$ cat src/rtl/chan_capture.sv
// chan_capture: per-channel comparator capture.
// Synchronizes the {CH_H, CH_L} comparator pair, decimates by 2^decim,
// packs four 2-bit {H,L} samples per byte (oldest in [7:6]) with a
// one-clock smpl_vld strobe, and raises a one-shot trigger pulse on a
// selectable edge at full clock resolution.
// Optional build macro: GLITCH_FILT_EN adds a 2-sample agreement filter
// after the synchronizer (one extra clock of latency, 1-clock pulses dropped).
// Handshake: smpl_vld is a pure strobe with no ready; smpl is valid in the
// clock where smpl_vld=1 and holds its value until the next strobe.
module chan_capture #(
  parameter int DECIM_W = 4,
  parameter int CNT_W   = 15
) (
  input  logic               smpl_clk,
  input  logic               rst,
  input  logic               CH_H,
  input  logic               CH_L,
  input  logic               en,
  input  logic [DECIM_W-1:0] decim,
  input  logic [1:0]         trig_cfg,
  output logic [7:0]         smpl,
  output logic               smpl_vld,
  output logic               trig
);

  // Synchronizer and edge flops
  logic r_h_s1, r_h_s2, r_h_d;
  logic r_l_s1, r_l_s2, r_l_d;

  // Bits used for packing and edge detection
  logic w_h_cap, w_l_cap;

  // Decimation and packing state
  logic [CNT_W-1:0] r_cnt;
  logic [CNT_W-1:0] w_period_m1;
  logic             w_tick;
  logic [1:0]       r_phase;
  logic [5:0]       r_shift;
  logic [7:0]       r_smpl;
  logic             r_smpl_vld;

  // Trigger state
  logic r_en_d;
  logic r_armed;
  logic r_trig;
  logic w_rise, w_fall, w_hit;

  // Two-flop synchronizer per comparator input, free-running regardless of en
  always_ff @(posedge smpl_clk or posedge rst) begin
    if (rst) begin
      r_h_s1 <= 1'b0;
      r_h_s2 <= 1'b0;
      r_l_s1 <= 1'b0;
      r_l_s2 <= 1'b0;
    end else begin
      r_h_s1 <= CH_H;
      r_h_s2 <= r_h_s1;
      r_l_s1 <= CH_L;
      r_l_s2 <= r_l_s1;
    end
  end

`ifdef GLITCH_FILT_EN
  // Previous synced value: the filtered bit only moves when two
  // consecutive synced samples agree, otherwise it holds (r_x_d).
  logic r_h_p, r_l_p;

  // Capture the previous synchronized sample for the agreement test
  always_ff @(posedge smpl_clk or posedge rst) begin
    if (rst) begin
      r_h_p <= 1'b0;
      r_l_p <= 1'b0;
    end else begin
      r_h_p <= r_h_s2;
      r_l_p <= r_l_s2;
    end
  end

  assign w_h_cap = (r_h_s2 == r_h_p) ? r_h_s2 : r_h_d;
  assign w_l_cap = (r_l_s2 == r_l_p) ? r_l_s2 : r_l_d;
`else
  assign w_h_cap = r_h_s2;
  assign w_l_cap = r_l_s2;
`endif

  // Delayed copy of the captured bits for edge detection (also filter state)
  always_ff @(posedge smpl_clk or posedge rst) begin
    if (rst) begin
      r_h_d <= 1'b0;
      r_l_d <= 1'b0;
    end else begin
      r_h_d <= w_h_cap;
      r_l_d <= w_l_cap;
    end
  end

  // Sample period minus one; decim is used live
  assign w_period_m1 = (CNT_W'(1) << decim) - CNT_W'(1);
  assign w_tick      = en && (r_cnt == w_period_m1);

  // Decimation counter: held at 0 while disabled, wraps at 2^decim-1
  always_ff @(posedge smpl_clk or posedge rst) begin
    if (rst) begin
      r_cnt <= '0;
    end else if (!en) begin
      r_cnt <= '0;
    end else if (w_tick) begin
      r_cnt <= '0;
    end else begin
      r_cnt <= r_cnt + CNT_W'(1);
    end
  end

  // Packing: shift a {H,L} pair per tick, emit a byte every fourth tick
  always_ff @(posedge smpl_clk or posedge rst) begin
    if (rst) begin
      r_phase    <= 2'd0;
      r_shift    <= 6'd0;
      r_smpl     <= 8'h00;
      r_smpl_vld <= 1'b0;
    end else if (!en) begin
      // Disable discards any partial byte; the last full byte stays visible
      r_phase    <= 2'd0;
      r_shift    <= 6'd0;
      r_smpl_vld <= 1'b0;
    end else begin
      r_smpl_vld <= 1'b0;
      if (w_tick) begin
        r_shift <= {r_shift[3:0], w_h_cap, w_l_cap};
        r_phase <= r_phase + 2'd1;
        if (r_phase == 2'd3) begin
          r_smpl     <= {r_shift, w_h_cap, w_l_cap};
          r_smpl_vld <= 1'b1;
        end
      end
    end
  end

  // Edge selection for the trigger
  assign w_rise = w_h_cap & ~r_h_d;
  assign w_fall = ~w_l_cap & r_l_d;
  assign w_hit  = (trig_cfg[0] & w_rise) | (trig_cfg[1] & w_fall);

  // Arm on en rising, disarm on the firing edge or when disabled
  always_ff @(posedge smpl_clk or posedge rst) begin
    if (rst) begin
      r_en_d  <= 1'b0;
      r_armed <= 1'b0;
    end else begin
      r_en_d <= en;
      if (!en) begin
        r_armed <= 1'b0;
      end else if (!r_en_d) begin
        r_armed <= 1'b1;
      end else if (r_armed && w_hit) begin
        r_armed <= 1'b0;
      end
    end
  end

  // Registered one-shot trigger pulse
  always_ff @(posedge smpl_clk or posedge rst) begin
    if (rst) begin
      r_trig <= 1'b0;
    end else begin
      r_trig <= r_armed & w_hit;
    end
  end

  assign smpl     = r_smpl;
  assign smpl_vld = r_smpl_vld;
  assign trig     = r_trig;

endmodule

$ cat config.mk
export PLATFORM = sky130hd
export DESIGN_NAME = chan_capture
export DESIGN_NICKNAME = d
export VERILOG_FILES = /design/src/rtl/chan_capture.sv
export SDC_FILE = /design/constraint.sdc
export NUM_CORES = 1
export LEC_CHECK = 0
export BUFFER_PORTS_ARGS = -buffer_cell sky130_fd_sc_hd__clkbuf_2
export CORE_ASPECT_RATIO = 0.8
export CORE_MARGIN = 2
export CORE_UTILIZATION = 40
export DETAILED_ROUTE_END_ITERATION = 10
export RECOVER_POWER = 100
export SLEW_MARGIN = 20
export SYNTH_ARGS = -nofsm -noshare
export SYNTH_HDL_FRONTEND = slang
export SYNTH_SLANG_ARGS = --single-unit
$ cat constraint.sdc
create_clock -name smpl_clk -period 2.45 [get_ports smpl_clk]
set_input_delay 0.245 -clock smpl_clk [delete_from_list [all_inputs] [get_ports smpl_clk]]
set_output_delay 0.245 -clock smpl_clk [all_outputs]
set_load 0.05 [all_outputs]
==> summary.txt, run 1 <==
Final layout
  – Area growth, synth to finish: 16.8%
  – Utilization after layout: 0.482
  – Final standard cell count with taps included and fillers excluded: 319
  – Count of fill cells added during filler insertion: 513
  – Proportion of layout cells with a drive suffix above 1: 0.213
  – Area occupied by multi-input gates: 1170 um^2
  – Nets: 267
  – Area occupied by registers: 1030 um^2
  – Count of antenna diodes in the layout: 0

Setup path
  – Kind of start point of the critical path: register
  – Crit. Startpoint: r_cnt[13]$_DFF_PP0_
  – Arrival time at the worst endpoint: 2.51 ns
  – Worst Path Class, Setup: register to register
  – Depth of the most critical reg-to-reg path: 7
  – Critical Path Sink Type: register
  – Required time reported for the critical path endpoint: 2.62 ns
  – Launch point of the worst reg-to-reg path: r_cnt[13]$_DFF_PP0_
  – Maximum fanout along the worst path: 8

Clock network
  – Setup repair bufs after CTS: 0
  – CTS max path bufs: 2
  – Count of cells resized by post-cts repair: 0
  – TritonCTS clock tree: yes
  – Root buf cell: sky130_fd_sc_hd__clkbuf_8
  – Htree depth: 2
  – Number of hold buffers added after cts: 0
  – Clock transition at the register clock pins on the worst setup and hold paths after CTS: 0.08 ns
  – Clock Sink Count: 41
  – Number of buffers created by CTS: 5
  – Clock latency on the worst-skew pair: 0.28 ns

Synth
  – Number of enable flip-flop cells after synthesis: 0
  – Area fraction of the dominant cell type after synthesis: 0.460
  – Portion of the post-synthesis area used by sequential elements: 0.460
  – Register bit count reported by yosys: 41
  – Fraction of synthesis flops using an asynchronous set or reset pin: 1.00
  – Net count after synthesis: 234
  – Avg Inst Size Synth: 10.1 um^2
  – Cells after synthesis: 220
  – Cell Area, Synth: 2230 um^2
  – Cell taking the most area after synthesis: sky130_fd_sc_hd__dfrtp_1
  – Count of different cell masters after synthesis: 48
  – Most used flip-flop cell after synthesis: sky130_fd_sc_hd__dfrtp_1
  – Synth warnings: 0
  – Synth area leaders: sky130_fd_sc_hd__dfrtp_1 (46%), sky130_fd_sc_hd__mux2_4 (5.4%), sky130_fd_sc_hd__xnor2_1 (3.9%)

Timing
  – Actual slew at the worst max-slew pin: 1.01 ns
  – Worst clock skew: 0.00574 ns
  – Final number of setup-violating endpoints: 0
  – Final clock period utilization by the worst path: 0.954
  – Unrepaired setup endpoints after global routing: false
  – Worst-case headroom to the max-slew limit: 0.328
  – Maximum achievable frequency: 0.428 GHz
  – Hold Violations, Final: 0
  – Minimum clock period after layout: 2.34 ns
  – Number of max-slew violations in the final report: 0

Outcome
  – Result of the run: finished, final reports clean

Floorplanning
  – Effective utilization at floorplan: 0.413
  – Count of standard-cell rows: 24
  – Ports placed on the boundary: 21
  – Area of the die: 6190 um^2
  – Die height: 70.8 um
  – Core box area: 5410 um^2
  – Die W: 87.5 um

Route
  – Final wirelength: 4.67 mm
  – Remaining DRCs: 0
  – DRC violation total after the first TritonRoute iteration: 134
  – Number of nets with antenna violations after detailed routing: 0
  – Number of detailed-routing iterations run before antenna repair: 4
  – Post-DR wirelength/cell: 14.6 um
  – Via density: 5.36
  – Via count of the routed design: 1709

Pwr
  – Reported leakage power: 1.20 nW
  – Maximum vdd drop: 0.281 mV
  – Power density cells: 483 nW/um^2

Global routing
  – Pin count of the biggest net entering global routing: 42
  – Number of global-route vias before repair: 1587
  – First-pass GRT wire length: 7.82 mm
  – Initial antenna violation count: 0
  – Overall fraction of global-route tracks in use: 0.161
  – Remaining global-route overflow: 0

Place
  – Number of cells after detailed placement: 311
  – Port buffer count: 20
  – GP Congestion: 0.852
  – HPWL after DPL: 3.43 mm

Flow run
  – # Max-Cap Violations: 0

Worst hold path
  – Cell depth of the worst min-delay path: 1
  – Worst hold path type: input pin to register
  – Hold path startpoint: CH_L
-- layer usage --
layer / track usage / routed length (um)
met1: 0.255 / 2430
met2: 0.220 / 1940
met3: 0.0327 / 258
met4: 0.0479 / 38
met5: 0 / 0
-- worst paths after layout --
path | endpoint | slack (ns)
setup / recovery | smpl[1]$_DFFE_PP0P_ | 0.11
hold / removal | r_l_s1$_DFF_PP0_ | 0.06
setup reg to reg | smpl[1]$_DFFE_PP0P_ | 0.11
hold reg to reg | r_l_s2$_DFF_PP0_ | 0.36
max in group asynchronous | r_cnt[10]$_DFF_PP0_ | 1.52
min in group asynchronous | r_shift[4]$_DFFE_PP0P_ | 0.25
-- synth_stat cells (all sizes together), types with 2 or more instances --
cell type / instances
dfrtp: 41
nand2: 23
nor2: 23
nand3: 11
xnor2: 10
xor2: 10
buf: 8
mux2: 8
mux2i: 8
and3: 6
inv: 6
nand2b: 5
o21ai: 5
nor2b: 4
nor3: 4
clkbuf: 3
ha: 3
or2: 3
a21oi: 2
a221o: 2
a221oi: 2
and3b: 2
nand3b: 2
nand4: 2
nor4b: 2
o211ai: 2
o31ai: 2
o32ai: 2
or4: 2
-- through the flow --
stage          instance area [um^2]  setup slack, ns  hold WS, ns  TNS [ns]  total power, mW
6_report                       2610            0.113       0.0614         0             1.26
5_1_grt                        2610          0.00961       0.0508         0             1.32
4_1_cts                        2610           0.0179       0.0504         0             1.28
3_5_place_dp                   2530          -0.0358        0.341    -0.218            0.850
3_3_place_gp                   2530          -0.0180        0.334    -0.141            0.851
2_1_floorplan                  2300          -0.0442        0.276    -0.353            0.809
-- power by group --
part / leakage [nW] / switching, mW / internal, mW
clock: 0.0450 / 0.223 / 0.198
sequential: 0.551 / 0.0104 / 0.688
combinational: 0.602 / 0.0824 / 0.0567
-- cell usage in the layout, fill, tap and decap left out, drive strengths merged, types with 2 or more instances in the layout --
| cell type | instances |
|---|---|
| o21ai | 5 |
| nor3 | 4 |
| nor4b | 2 |
| nand4 | 2 |
| dfrtp | 41 |
| and3b | 2 |
| nor2 | 23 |
| ha | 3 |
| mux2 | 8 |
| nand2 | 23 |
| clkbuf | 29 |
| xor2 | 10 |
| and3 | 6 |
| nor2b | 4 |
| xnor2 | 10 |
| o31ai | 2 |
| inv | 6 |
| a221o | 2 |
| mux2i | 8 |
| a221oi | 2 |
| o32ai | 2 |
| o211ai | 2 |
| buf | 14 |
| clkinv | 2 |
| nand3b | 2 |
| nand3 | 11 |
| a21oi | 2 |
| nand2b | 5 |
| or2 | 3 |
| or4 | 2 |
-- critical path, stage by stage (launching register included) --
cell and delay (ns):
sky130_fd_sc_hd__dfrtp_1 0.38, sky130_fd_sc_hd__or4_1 0.52, sky130_fd_sc_hd__a21o_1 0.17, sky130_fd_sc_hd__a221o_1 0.37, sky130_fd_sc_hd__nor3_2 0.12, sky130_fd_sc_hd__and4_4 0.24
sky130_fd_sc_hd__buf_12 0.13, sky130_fd_sc_hd__mux2_4 0.29
-- logic make-up after synthesis --
group	Yosys count	share of synthesized area
and+or+nand+nor	96	0.224
xor gates and xnor gates	20	0.0785
adders and majority gates	3	0.0168
buffers and inverters	17	0.0398
DFF	41	0.460
AOI/OAI and AO/OA	27	0.0914
muxes	16	0.0897
-- state kept, by name, indices dropped and copies added (netlist names) --
register and count:
r_cnt 15, smpl 8, r_shift 6, r_phase 2, r_armed 1, r_en_d 1, r_h_d 1, r_h_s1 1
r_h_s2 1, r_l_d 1, r_l_s1 1, r_l_s2 1, smpl_vld 1, trig 1
-- area by class of cell --
type,instances,area share
Clock buffer,6,0.0279
Clock inverter,2,0.00384
Inverter,6,0.00865
Multi-Input combinational cell,162,0.451
Sequential cell,41,0.394
Tap cell,65,0.0312
Timing Repair Buffer,37,0.0836
(Power assumes the default switching activity.)
==> inputs of run 2 (changes only) <==
==> constraint.sdc (replaced) <==
create_clock -name smpl_clk -period 2.45 [get_ports smpl_clk]
set_input_delay 0 -clock smpl_clk [delete_from_list [all_inputs] [get_ports smpl_clk]]
set_output_delay 0 -clock smpl_clk [all_outputs]
set_load 0.05 [all_outputs]
==> summary.txt, run 2 (same netlist as run 1, synthesis figures left out) <==
Outcome
  – Result of the run: finished, final reports clean

Pwr
  – Reported leakage power: 1.22 nW
  – Internal power of the cells: 1.04 mW
  – Sequential power share: 0.514
  – Power density cells: 518 nW/um^2
  – Clock share of power: 0.388
  – Overall Power: 1.36 mW
  – Sw Share: 0.235
  – Maximum vdd drop: 0.265 mV
  – Net switching power figure: 0.319 mW
  – Gate power share: 0.098

Setup path
  – Critical Path Sink Type: register
  – Maximum fanout along the worst path: 8
  – Slowest library cell on the worst path: sky130_fd_sc_hd__or4_1
  – Number of buffers and inverters on the critical path: 1
  – Worst Path Class, Setup: register to register
  – Kind of cell adding the most delay to the critical path: simple AND/OR/NAND/NOR gates
  – Kind of start point of the critical path: register
  – Required time reported for the critical path endpoint: 2.63 ns
  – Crit-path cells: or4_1 > a21o_1 > a221o_1 > nor3_2 > and4_4 > buf_12 > mux2_4
  – Arrival time at the worst endpoint: 2.56 ns
  – Largest incremental delay on the critical path: 0.53 ns

Final layout
  – Nets: 270
  – Proportion of layout cells with a drive suffix above 1: 0.195
  – Count of antenna diodes in the layout: 0
  – Most common cell after layout, fill and taps aside: sky130_fd_sc_hd__dfrtp_1
  – Area growth, synth to finish: 17.3%
  – Utilization after layout: 0.484
  – Count of fill cells added during filler insertion: 502
  – Area occupied by multi-input gates: 1130 um^2
  – Max reg flops: 15
  – Register bank with the most flops: r_cnt
  – Final standard cell count with taps included and fillers excluded: 321
  – Area occupied by registers: 1030 um^2
  – Most used cells in the layout excluding fill and tap cells: sky130_fd_sc_hd__dfrtp_1 (41), sky130_fd_sc_hd__nand2_1 (23), sky130_fd_sc_hd__nor2_1 (23)
  – Post-route standard cell area excluding fillers: 2620 um^2

Floorplanning
  – Core box area: 5410 um^2
  – Count of standard-cell rows: 24
  – Die W: 87.5 um
  – Die height: 70.8 um
  – Effective utilization at floorplan: 0.413
  – Area of the die: 6190 um^2
  – Ports placed on the boundary: 21

Place
  – HPWL after DPL: 3.45 mm
  – GP Congestion: 0.866
  – Port buffer count: 20
  – Number of cells after detailed placement: 310
  – Placed cell area: 2490 um^2

Clock network
  – Number of buffers created by CTS: 5
  – Clock Sink Count: 41
  – Htree depth: 2
  – Root buf cell: sky130_fd_sc_hd__clkbuf_8
  – Clock transition at the register clock pins on the worst setup and hold paths after CTS: 0.08 ns
  – CTS max path bufs: 2
  – Clock latency on the worst-skew pair: 0.29 ns
  – TritonCTS clock tree: yes

Route
  – DRC violation total after the first TritonRoute iteration: 132
  – Post-DR wirelength/cell: 14.9 um
  – Number of nets with antenna violations after detailed routing: 0
  – Via count of the routed design: 1704
  – Remaining DRCs: 0
  – Number of detailed-routing iterations run before antenna repair: 4
  – Via density: 5.31
  – Final wirelength: 4.77 mm

Global routing
  – Number of global-route vias before repair: 1621
  – Global routing usage on met3: 0.0478
  – First-pass GRT wire length: 8.02 mm
  – Pin count of the biggest net entering global routing: 42
  – Overall fraction of global-route tracks in use: 0.167
  – Met1 track demand over resource: 0.257
  – Remaining global-route overflow: 0
  – Most heavily used metal layer in global routing: met1
  – Initial antenna violation count: 0
  – Met2 capacity usage during global routing: 0.220

Timing
  – Final number of setup-violating endpoints: 0
  – Final clock period utilization by the worst path: 0.973
  – Hold Violations, Final: 0
  – Actual slew at the worst max-slew pin: 1.00 ns
  – Maximum achievable frequency: 0.419 GHz
  – Number of max-slew violations in the final report: 0
  – Minimum clock period after layout: 2.38 ns
  – Worst clock skew: 0.00606 ns
  – Setup total negative slack: 0 ns
  – Worst-case headroom to the max-slew limit: 0.333
  – Unrepaired setup endpoints after global routing: false

Flow run
  – # Max-Cap Violations: 0

Worst hold path
  – Worst hold path type: input pin to register
run 2: path summary, 6_finish.rpt:
check,start,to,slack (ns),cells after the start
min in group asynchronous,rst,r_l_s1$_DFF_PP0_,0.54,4
worst max register to register,r_cnt[13]$_DFF_PP0_,smpl[4]$_DFFE_PP0P_,0.07,7
max in group asynchronous,rst,r_shift[4]$_DFFE_PP0P_,1.29,4
worst max-delay path,r_cnt[13]$_DFF_PP0_,smpl[4]$_DFFE_PP0P_,0.07,7
worst min register to register,r_l_s1$_DFF_PP0_,r_l_s2$_DFF_PP0_,0.35,0
worst min-delay path,en,r_en_d$_DFF_PP0_,0.03,1
run 2: power by group through the flow:
stage               clock network, mW  registers, mW  logic [mW]
finish                          0.527          0.698       0.133
global route                    0.573          0.699       0.147
CTS                             0.543          0.698       0.134
detailed placement                  0          0.711       0.129
global placement                    0          0.711       0.129
floorplan                           0          0.710      0.0923
run 2: layout make-up:
type | count | share of cell area
clock buffer | 5 | 0.0263
clock inverter | 2 | 0.0134
inverter | 6 | 0.00860
multi-input combinational | 162 | 0.434
sequential | 41 | 0.392
tap | 65 | 0.0311
timing repair buffer | 40 | 0.0951
run 2: worst reg2reg max path, delay by kind of cell (launching register included):
family / cells / cell delay [ns]
and+or+nand+nor: 3 / 0.95
buffers and inverters: 1 / 0.13
DFF: 1 / 0.38
AOI/OAI and AO/OA: 2 / 0.52
muxes: 1 / 0.30
run 2: layer usage:
layer | part of all wire | wire length, um
met1 | 0.52 | 2470
met2 | 0.39 | 1880
met3 | 0.063 | 299
met4 | 0.026 | 122
met5 | 0 | 0
run 2: through the flow:
step / worst slack [ns] / hold slack [ns]
floorplan: 0.109 / 0.0314
global placement: 0.0319 / 0.110
detailed placement: 0.0373 / 0.110
CTS: 0.0336 / 0.0296
global route: 0.0167 / 0.0344
finish: 0.0659 / 0.0311
run 2: repair_timing:
| action | in CTS | in global routing |
|---|---|---|
| gates resized for setup | 0 | 2 |
| endpoints found under the setup margin | 0 | 8 |
| endpoints found under the hold margin | 43 | 0 |
| hold buffers | 3 | 0 |
| setup buffers | 0 | 1 |
